===== src/rtl/cpu_types_pkg.sv =====
// Shared CPU type definitions used by the pipeline control blocks.
package cpu_types_pkg;

  // Pipeline sequencing controller states.
  typedef enum logic [1:0] {
    RUN   = 2'd0,
    DWAIT = 2'd1,
    HALT  = 2'd2
  } hazard_state_t;

  // Architectural register index.
  typedef logic [4:0] regbits_t;

endpackage


===== src/rtl/sat_counter.sv =====
// Saturating up-counter: holds at all-ones instead of wrapping.
module sat_counter #(
  parameter int unsigned W = 16
) (
  input  logic         clk,
  input  logic         rst_n,
  input  logic         inc,
  input  logic         clear,
  output logic [W-1:0] count
);

  logic [W-1:0] count_q;
  logic [W-1:0] count_d;

  // Next count: clear has priority, increment stops at all-ones.
  always_comb begin
    count_d = count_q;
    if (clear) begin
      count_d = '0;
    end else if (inc && (count_q != {W{1'b1}})) begin
      count_d = count_q + 1'b1;
    end
  end

  // Count register with asynchronous reset.
  always_ff @(posedge clk or negedge rst_n) begin
    if (!rst_n) begin
      count_q <= '0;
    end else begin
      count_q <= count_d;
    end
  end

  assign count = count_q;

endmodule


===== src/rtl/hazard_ctrl.sv =====
// Pipeline sequencing controller: latch enables/flushes for the five-stage
// datapath, halt tracking and saturating stall/flush performance counters.
module hazard_ctrl
  import cpu_types_pkg::*;
#(
  parameter int unsigned CNT_W = 16
) (
  input  logic             CLK,
  input  logic             nRST,
  input  logic             ihit,
  input  logic             dhit,
  input  logic             mem_dREN,
  input  logic             mem_dWEN,
  input  logic             ex_dREN,
  input  regbits_t         ex_rt,
  input  regbits_t         id_rs,
  input  regbits_t         id_rt,
  input  logic             id_uses_rt,
  input  logic             ex_branch_taken,
  input  logic             id_jump,
  input  logic             wb_halt,
  output logic             pc_en,
  output logic             ifid_en,
  output logic             idex_en,
  output logic             exmem_en,
  output logic             memwb_en,
  output logic             ifid_flush,
  output logic             idex_flush,
  output logic             exmem_flush,
  output logic             halted,
  output logic [CNT_W-1:0] stall_cnt,
  output logic [CNT_W-1:0] flush_cnt
);

  hazard_state_t state_q, state_d;
  logic          dwait_need;
  logic          load_use;
  logic          stall_inc;
  logic          flush_inc;

  assign dwait_need = (mem_dREN | mem_dWEN) & ~dhit;
  assign load_use   = ex_dREN & (ex_rt != 5'd0) &
                      ((ex_rt == id_rs) | (id_uses_rt & (ex_rt == id_rt)));

  // Mealy control: priority-ordered hazard resolution for the current cycle.
  always_comb begin
    state_d     = state_q;
    pc_en       = 1'b1;
    ifid_en     = 1'b1;
    idex_en     = 1'b1;
    exmem_en    = 1'b1;
    memwb_en    = 1'b1;
    ifid_flush  = 1'b0;
    idex_flush  = 1'b0;
    exmem_flush = 1'b0;
    flush_inc   = 1'b0;

    if ((state_q == HALT) || (wb_halt && (state_q == RUN))) begin
      pc_en    = 1'b0;
      ifid_en  = 1'b0;
      idex_en  = 1'b0;
      exmem_en = 1'b0;
      memwb_en = 1'b0;
      state_d  = HALT;
    end else if (dwait_need) begin
      // Front end and EX/MEM freeze; MEM/WB keeps loading the MEM bubble.
      pc_en    = 1'b0;
      ifid_en  = 1'b0;
      idex_en  = 1'b0;
      exmem_en = 1'b0;
      state_d  = DWAIT;
    end else begin
      state_d = RUN;
      if (ex_branch_taken) begin
        ifid_flush = 1'b1;
        idex_flush = 1'b1;
        flush_inc  = 1'b1;
      end else if (load_use || !ihit) begin
        pc_en      = 1'b0;
        ifid_en    = 1'b0;
        idex_flush = 1'b1;
      end else if (id_jump) begin
        ifid_flush = 1'b1;
        flush_inc  = 1'b1;
      end
    end
  end

  // HALT cycles are idle, not stalls.
  assign stall_inc = ~pc_en & (state_q != HALT);

  // State register with asynchronous reset back to RUN.
  always_ff @(posedge CLK or negedge nRST) begin
    if (!nRST) begin
      state_q <= RUN;
    end else begin
      state_q <= state_d;
    end
  end

  assign halted = (state_q == HALT);

  sat_counter #(
    .W(CNT_W)
  ) u_stall_cnt (
    .clk  (CLK),
    .rst_n(nRST),
    .inc  (stall_inc),
    .clear(1'b0),
    .count(stall_cnt)
  );

  sat_counter #(
    .W(CNT_W)
  ) u_flush_cnt (
    .clk  (CLK),
    .rst_n(nRST),
    .inc  (flush_inc),
    .clear(1'b0),
    .count(flush_cnt)
  );

endmodule


===== config.mk =====
export PLATFORM = sky130hd
export DESIGN_NAME = hazard_ctrl
export DESIGN_NICKNAME = d
export VERILOG_FILES = /design/src/rtl/cpu_types_pkg.sv /design/src/rtl/sat_counter.sv /design/src/rtl/hazard_ctrl.sv
export SDC_FILE = /design/constraint.sdc
export NUM_CORES = 1
export LEC_CHECK = 0
export ABC_AREA = 1
export CAP_MARGIN = 20
export CORE_MARGIN = 10
export CORE_UTILIZATION = 54
export CTS_BUF_LIST = sky130_fd_sc_hd__clkbuf_2
export CTS_CLUSTER_DIAMETER = 150
export DETAILED_ROUTE_END_ITERATION = 16
export PLACE_DENSITY = 0.86
export SLEW_MARGIN = 0
export SYNTH_ARGS = -nofsm -noshare
export SYNTH_HDL_FRONTEND = slang
export SYNTH_SLANG_ARGS = --single-unit

===== constraint.sdc =====
create_clock -name CLK -period 3.1 [get_ports CLK]
set_clock_uncertainty 0.05 [all_clocks]
set_input_delay 0.62 -clock CLK [delete_from_list [all_inputs] [get_ports CLK]]
set_output_delay 0.62 -clock CLK [all_outputs]
set_load 0.005 [all_outputs]

# After elaboration in Yosys (flattened, before gate mapping)
# Cells that the tools add are included.
[totals]
ff_bits = 34
in_bits = 26
[classes]
add_sub_neg = 2
n_eq_ne = 6
muxes = 18
bitwise_logic = 9
reduce_logical = 8
[ops]
columns = ["op", "n"]
rows = [
  ["$add A16 B1 Y16 const B", 2],
  ["$ne A16 B16 Y1 const B", 2],
  ["$mux W1", 17],
  ["$eq A5 B5 Y1", 2],
  ["$and A1 B1 Y1", 5],
  ["$reduce_bool A5 Y1", 1],
  ["$logic_and A1 B1 Y1", 3],
  ["$eq A2 B2 Y1 const B", 1],
  ["$logic_not A2 Y1", 1],
  ["$logic_or A1 B1 Y1", 2],
  ["$mux W2", 1],
  ["$ne A2 B2 Y1 const B", 1],
  ["$not A1 Y1", 2],
  ["$or A1 B1 Y1", 2],
  ["$logic_not A1 Y1", 1],
]

# Longest topological paths before layout
# Gate-level depths: netlist of the first run.
[depth]
depth_word = 12
depth_mapped = 14
ltp_nobuf = 13

# Modules after synthesis
# From an unflattened synthesis of the first run, not the netlist that was laid out.
[hier_totals]
cells_unflattened = 367
hier_area_um2 = 2452.4
[by_module_without_submodules]
columns = ["mod", "n_inst", "cells_per_inst", "area_per_inst_um2"]
rows = [
  ["sat_counter", 2, 144, 1037.2],
  ["hazard_ctrl", 1, 79, 377.9],
]

# Least setup slack after synthesis of the first run
# No wires, ideal clock.
[synth_timing]
kind = "input port to output port"
startpoint = "input mem_dWEN"
endpoint = "output pc_en"
arrival_time_ns = 1.577
slack_ns = 0.853
path_stages = 7
path_buffers = 2
path_cell_list = "nor2_1 > nor2_1 > nor2_4 > inv_2 > a21oi_4 > buf_4 > buf_4"
[synth_via]
elab_chain_cells = 4
[synth_rtl]
columns = ["item", "line", "source"]
rows = [
  ["from (decl)", "hazard_ctrl.sv:13", "input logic mem_dWEN,"],
  ["$or A1 B1 Y1", "hazard_ctrl.sv:41", "assign dwait_need = (mem_dREN | mem_dWEN) & ~dhit;"],
  ["$and A1 B1 Y1", "hazard_ctrl.sv:41", ""],
  ["$mux W1 (2 in a row)", "--", ""],
  ["to (decl)", "hazard_ctrl.sv:22", "output logic pc_en,"],
]
# Every way passes these cells.

# Final worst setup path of the first run
[layout_timing]
startpoint = "input mem_dWEN"
endpoint = "output exmem_en"
[layout_via]
elab_chain_cells = 4
[layout_rtl]
columns = ["item", "line", "source"]
rows = [
  ["$or A1 B1 Y1", "hazard_ctrl.sv:41", ""],
  ["$and A1 B1 Y1", "hazard_ctrl.sv:41", ""],
  ["$mux W1", "hazard_ctrl.sv:65", "end else if (dwait_need) begin"],
  ["$mux W1", "hazard_ctrl.sv:58", "if ((state_q == HALT) || (wb_halt && (state_q == RUN))) begin"],
  ["to (decl)", "hazard_ctrl.sv:25", "output logic exmem_en,"],
]
# Every way passes these cells.

==> summary.txt, run 1 <==
Cell Chain, Critical Path: clkdlybuf4s50_1, nor2_1, nor2_1, nor2_4, buf_4, clkdlybuf4s50_1
Tot Pwr: 1000 µW
Clk_lat worst skew: 0.38 ns
Crit path buf inv count: 3
GR Overflow Total: 0
PwrDens: 313 nW/µm²
Post-synthesis mux area share: 0%
Leading area contributor after synthesis: dfrtp_1
Clock buffer count from CTS: 5
Layout area overhead: 31.7%
Synth top cells by count: 115 x nand2_1, 34 x dfrtp_1, 30 x inv_1
Clock Path Buffers: 2
DP Wirelength: 5180 µm
Most common cell in the netlist: nand2_1
Clock Sinks: 34
HP Class: register to register
CTS tree: yes
1st-iter DRT viols: 172
First-pass GRT wire length: 11200 µm
Routed vias/inst: 5.38
Critical path type: input port to output pin
Status: finished clean
Main combinational cell family by area after synthesis: simple AND/OR/NAND/NOR gates
Hold slack: 0.510 ns
Largest net degree at the start of global routing: 35
Dpl cells: 452
Slew Viols, Final: 0
CP Launch Type: input port
Leakage: 0.00164 µW
Die height: 87.1 µm
Layout cell share with drive strength beyond 1: 10.5%
# hold bufs at CTS: 0
Total nets after synthesis: 367
Reported max-cap violation count: 0
Final hold vios: 0
Worst path required time: 2.43 ns
Total GRT Usage: 17.6%
Setup TNS: 0 ns
Core area: 4350 µm²
Period utilisation layout: 90.9%
Fmax: 0.355 GHz
Slowest stage cell on the critical path: clkdlybuf4s50_1
FFs w/ async S/R, synth: 100%
Htree depth: 2
Crit-path max FO: 5
Count of unique library cells instantiated by Yosys: 32
Wire per inst: 14.8 µm
Clock Pin Slew Worst Setup and Hold Paths: 0.17 ns
Syn. warnings: 0
Site Rows: 24
CP arrival: 2.15 ns
Syn_area_per_cell: 7.16 µm²
Vias in the first global route: 2422
Peak VDD IR: 0.228 mV
Post-synthesis simple-gate area fraction: 41.4%
GP Congestion: 0.889
# nets final: 438
Cells after synthesis: 339
Final min period: 2.82 ns
Via count: 2489
Die area: 7580 µm²
Compound-Gate Fraction of Synth Area: 2.99%
Unrepaired setup endpoints after global routing: no
Final wirelength: 6860 µm
Worst-Margin Slew: 0.716 ns
Final ANT Viol Nets: 0
Slew headroom: 52.1%
DRC Markers: 0
Synthesized cell area: 2430 µm²
Port bufs: 65
Fillers: 371
Initial antenna violation count: 0
Die Wd: 87.1 µm
Drt pass-1 iters: 5
Post-Synth Adder-Cell Area: 1.03%
Top-area cell type share of the netlist area: 35.0%
#FFs+latches synth: 34
Setup Viol. Count Final: 0
Fin cells: 463
CTS root buffer: clkbuf_2
Xor/xnor share of the synthesized area: 10.1%
Post-synth EDFFs: 0
Crit. End Element: output pin
Number of antenna diodes: 0
IO Count: 67
Synth area leaders: dfrtp_1 35%, nand2_1 18%, nand3_1 6.0%
Largest delay share family, worst path: buffers and inverters
Starting Density: 55.8%
Max incr delay on CP: 0.51 ns
Primary FF master, synth: dfrtp_1
Share of the yosys chip area belonging to registers: 35.0%
==> timing repair <==
action	in CTS	in global routing
buffers inserted	0	3
endpoints found under the setup margin	0	4
endpoints found under the hold margin	0	0
resized for setup	0	8
==> stage by stage <==
stage | utilization, % | setup WS (ns) | area, µm²
final | 73.5 | 0.284 | 3200
after global routing | 73.5 | 0.165 | 3200
after CTS | 72.5 | 0.0235 | 3160
after detailed placement | 71.6 | 0.0258 | 3120
after global placement | 71.6 | 0.0703 | 3120
after floorplan | - | 0.853 | 2430
==> worst min-delay path: stages (launching register included) <==
cell and delay, ns:
dfrtp_1 0.41, nand2_1 0.07, nand2_1 0.06
==> power breakdown <==
group          switching, µW  internal, µW  total, µW
sequential              59.2           478        537
clock                    157          55.5        212
combinational            111           140        251
==> flip-flops by register name (all words and copies together) (netlist names) <==
| register | count |
|---|---|
| u_flush_cnt.count | 16 |
| state_q | 2 |
| u_stall_cnt.count | 16 |
==> cell type report <==
cell class	instances	area (µm²)	area share, %
clock inverter	2	8.76	0.274
clock buffer	6	30.0	0.939
sequential	34	851	26.6
inverter	39	146	4.58
timing repair buffer	75	746	23.3
multi-input combinational	255	1350	42.3
tap	52	65.1	2.03
==> path summary, 6_finish.rpt <==
kind | from | to | slack (ns) | cells past startpoint
max in group asynchronous | nRST | u_flush_cnt.count[7]$_DFFE_PN0P_ | 2.10 | 2
min in group asynchronous | nRST | state_q[0]$_DFF_PN0_ | 0.57 | 2
hold reg to reg | u_flush_cnt.count[15]$_DFFE_PN0P_ | u_flush_cnt.count[15]$_DFFE_PN0P_ | 0.51 | 2
setup reg to reg | u_stall_cnt.count[0]$_DFFE_PN0P_ | u_stall_cnt.count[15]$_DFFE_PN0P_ | 0.68 | 9
hold / removal | u_flush_cnt.count[15]$_DFFE_PN0P_ | u_flush_cnt.count[15]$_DFFE_PN0P_ | 0.51 | 2
setup / recovery | mem_dWEN | exmem_en | 0.28 | 6
==> layout by cell type (no fill, tap or decap), types with 2 or more instances in the layout <==
master,Yosys,final
xor2_1,16,16
nor2_1,28,28
clkdlybuf4s50_1,0,57
nand2_4,3,3
ha_1,2,2
nor3_1,7,7
nand4_1,19,19
xnor2_1,12,12
nor2_4,3,3
nand3_1,29,29
buf_4,5,10
nand3_2,2,2
inv_2,9,9
clkbuf_2,0,6
nand2_2,2,2
nand2_1,115,115
dfrtp_1,34,34
inv_1,30,30
o21ai_1,5,5
dlymetal6s2s_1,0,8
==> metal layers <==
| layer | vias up | part of all wire (%) | global-route usage (%) |
|---|---|---|---|
| met2 | 112 | 52 | 30.7 |
| met1 | 1152 | 38 | 19.6 |
| met5 | - | 0 | 0 |
| met3 | 8 | 9.6 | 6.37 |
| li1 | 1217 | - | - |
| met4 | 0 | 0.70 | 4.86 |
==> kinds of logic after synthesis <==
family	after synthesis
AND/OR/NAND/NOR	214
buffers and inverters	50
flip-flops	34
XOR/XNOR	28
AO/OA/AOI/OAI	10
adder cells (fa/ha/maj)	2
other	1
No activity file was read; power rests on OpenSTA's default activity.
==> run 2, diff against run 1 <==
--- a/config.mk
+++ b/config.mk
@@ -5,14 +5,13 @@
 export SDC_FILE = /design/constraint.sdc
 export NUM_CORES = 1
 export LEC_CHECK = 0
-export ABC_AREA = 1
+export ABC_AREA = 0
 export CAP_MARGIN = 20
 export CORE_MARGIN = 10
-export CORE_UTILIZATION = 54
+export CORE_UTILIZATION = 49
 export CTS_BUF_LIST = sky130_fd_sc_hd__clkbuf_2
-export CTS_CLUSTER_DIAMETER = 150
 export DETAILED_ROUTE_END_ITERATION = 16
-export PLACE_DENSITY = 0.86
+export PLACE_DENSITY = 0.85
 export SLEW_MARGIN = 0
 export SYNTH_ARGS = -nofsm -noshare
 export SYNTH_HDL_FRONTEND = slang
==> run 2 against run 1 <==
Compared with the run above:
- non-clock buffer count increased by 2
- synthesized area fell by 25%
- critical path depth is 2 higher
- highest routed layer unchanged
==> summary.txt, run 2 <==
Crit. End Element: output pin
#FFs+latches synth: 34
Initial antenna violation count: 0
Slowest stage cell on the critical path: clkdlybuf4s50_1
Hold slack: 0.449 ns
Clk_lat worst skew: 0.38 ns
Total nets after synthesis: 202
CTS tree: yes
FFs w/ async S/R, synth: 100%
Layout area overhead: 43.6%
CP arrival: 2.33 ns
Share of the yosys chip area belonging to registers: 46.7%
Fin area: 2620 µm²
Peak VDD IR: 0.401 mV
Synth area leaders: dfrtp_1 47%, xor2_1 10%, xnor2_1 8.2%
Number of antenna diodes: 0
HP Class: register to register
Fmax: 0.334 GHz
Layout cell share with drive strength beyond 1: 14.6%
Via count: 1535
Most frequent cells in the layout: 61 x clkdlybuf4s50_1, 34 x dfrtp_1, 21 x xor2_1
Dpl cell area: 2560 µm²
Largest delay share family, worst path: buffers and inverters
Site Rows: 22
Period utilisation layout: 96.7%
Crit-path max FO: 3
PwrDens: 473 nW/µm²
1st-iter DRT viols: 74
CP Launch Type: input port
Top-area cell type share of the netlist area: 46.7%
Die Wd: 81.0 µm
Leading area contributor after synthesis: dfrtp_1
Reported max-cap violation count: 0
Final hold vios: 0
Leakage: 0.00109 µW
# nets final: 280
Htree depth: 2
Port bufs: 65
Clock Sinks: 34
Core area: 3630 µm²
Setup TNS: 0 ns
Synthesized cell area: 1820 µm²
First-pass GRT wire length: 7760 µm
Routed vias/inst: 5.10
Drt pass-1 iters: 4
Clock buffer count from CTS: 5
DRC Markers: 0
Cell Chain, Critical Path: clkdlybuf4s50_1, buf_4, xor2_1, nor4_1, a32oi_1, o21ai_2, a21boi_2, clkdlybuf4s15_1
GR Overflow Total: 0
Tot Pwr: 1240 µW
Total GRT Usage: 15.1%
Final wirelength: 4650 µm
Commonest non-fill, non-tap cell in the layout: clkdlybuf4s50_1
Die area: 6560 µm²
Wire per inst: 15.5 µm
Syn. warnings: 0
CTS root buffer: clkbuf_2
Clock Pin Slew Worst Setup and Hold Paths: 0.18 ns
Syn_area_per_cell: 10.5 µm²
Largest net degree at the start of global routing: 35
DP Wirelength: 3660 µm
IO Count: 67
Die height: 81.0 µm
Final min period: 3.00 ns
Count of unique library cells instantiated by Yosys: 37
GP Congestion: 0.863
Final Util: 72.0%
Synth top cells by count: 34 x dfrtp_1, 21 x xor2_1, 17 x xnor2_1
Setup Viol. Count Final: 0
Crit path buf inv count: 3
Status: finished clean
Max incr delay on CP: 0.42 ns
Cells after synthesis: 174
Worst path required time: 2.43 ns
Primary FF master, synth: dfrtp_1
Most common cell in the netlist: dfrtp_1
Final ANT Viol Nets: 0
Vias in the first global route: 1628
Critical path type: input port to output pin
Starting Density: 50.2%
Clock Path Buffers: 2
Post-synth EDFFs: 0
Slew Viols, Final: 0
## run 2: cell count changes after synthesis, moves of 5 or more
| cell | change |
|---|---|
| and3_1 | +6 |
| inv_1 | -25 |
| inv_2 | -9 |
| nand2_1 | -106 |
| nand3_1 | -14 |
| nand4_1 | -13 |
| nor2_1 | -12 |
| o21ai_1 | -5 |
| xnor2_1 | +5 |
| xor2_1 | +5 |
## run 2: power breakdown
group          switching (µW)  internal (µW)
logic                     142            248
clock network             153           55.3
registers                 117            523
total                     412            827
## run 2: layout make-up
cell class	count	area [µm²]
multi-input combinational	129	916
sequential	34	851
timing repair buffer	77	726
clock inverter	3	21.3
inverter	5	18.8
tap	48	60.1
fill	286	1020
clock buffer	5	25.0
## run 2: path summary, 6_finish.rpt
kind / slack [ns] / end / start / cells after the start
worst max register to register: 0.94 / u_flush_cnt.count[1]$_DFFE_PN0P_ / state_q[1]$_DFF_PN0_ / 7
worst max-delay path: 0.10 / pc_en / ex_rt[2] / 8
worst min register to register: 0.45 / u_flush_cnt.count[11]$_DFFE_PN0P_ / u_flush_cnt.count[11]$_DFFE_PN0P_ / 1
min in group asynchronous: 0.56 / u_stall_cnt.count[14]$_DFFE_PN0P_ / nRST / 2
worst min-delay path: 0.45 / u_flush_cnt.count[11]$_DFFE_PN0P_ / u_flush_cnt.count[11]$_DFFE_PN0P_ / 1
max in group asynchronous: 2.12 / u_flush_cnt.count[4]$_DFFE_PN0P_ / nRST / 2
## run 2: repair_timing
item,CTS,global route
endpoints found under the setup margin,4,4
resized for setup,5,9
pin swaps,2,5
hold buffers,0,0
setup buffers,1,1
## run 2: logic make-up after synthesis
group	synth area share, %
muxes	1.24
buffers and inverters	3.71
and+or+nand+nor	21.6
xor gates and xnor gates	18.3
AOI/OAI and AO/OA	6.93
adders and majority gates	1.37
other	0.206
DFF	46.7
## run 2: layer usage
| layer | global-route usage [%] | up-vias | share of wire, % |
|---|---|---|---|
| met2 | 27.5 | 40 | 53 |
| met5 | 0 | - | 0 |
| met3 | 6.73 | 4 | 8.7 |
| li1 | - | 757 | - |
| met1 | 15.6 | 734 | 37 |
| met4 | 3.11 | 0 | 0.71 |
## run 2: stage by stage
stage          cells  setup slack (ns)
6_report         301             0.102
4_1_cts          300            0.0360
2_1_floorplan    174             0.585
3_3_place_gp     291            -0.181
3_5_place_dp     291            -0.251
5_1_grt          301           -0.0151
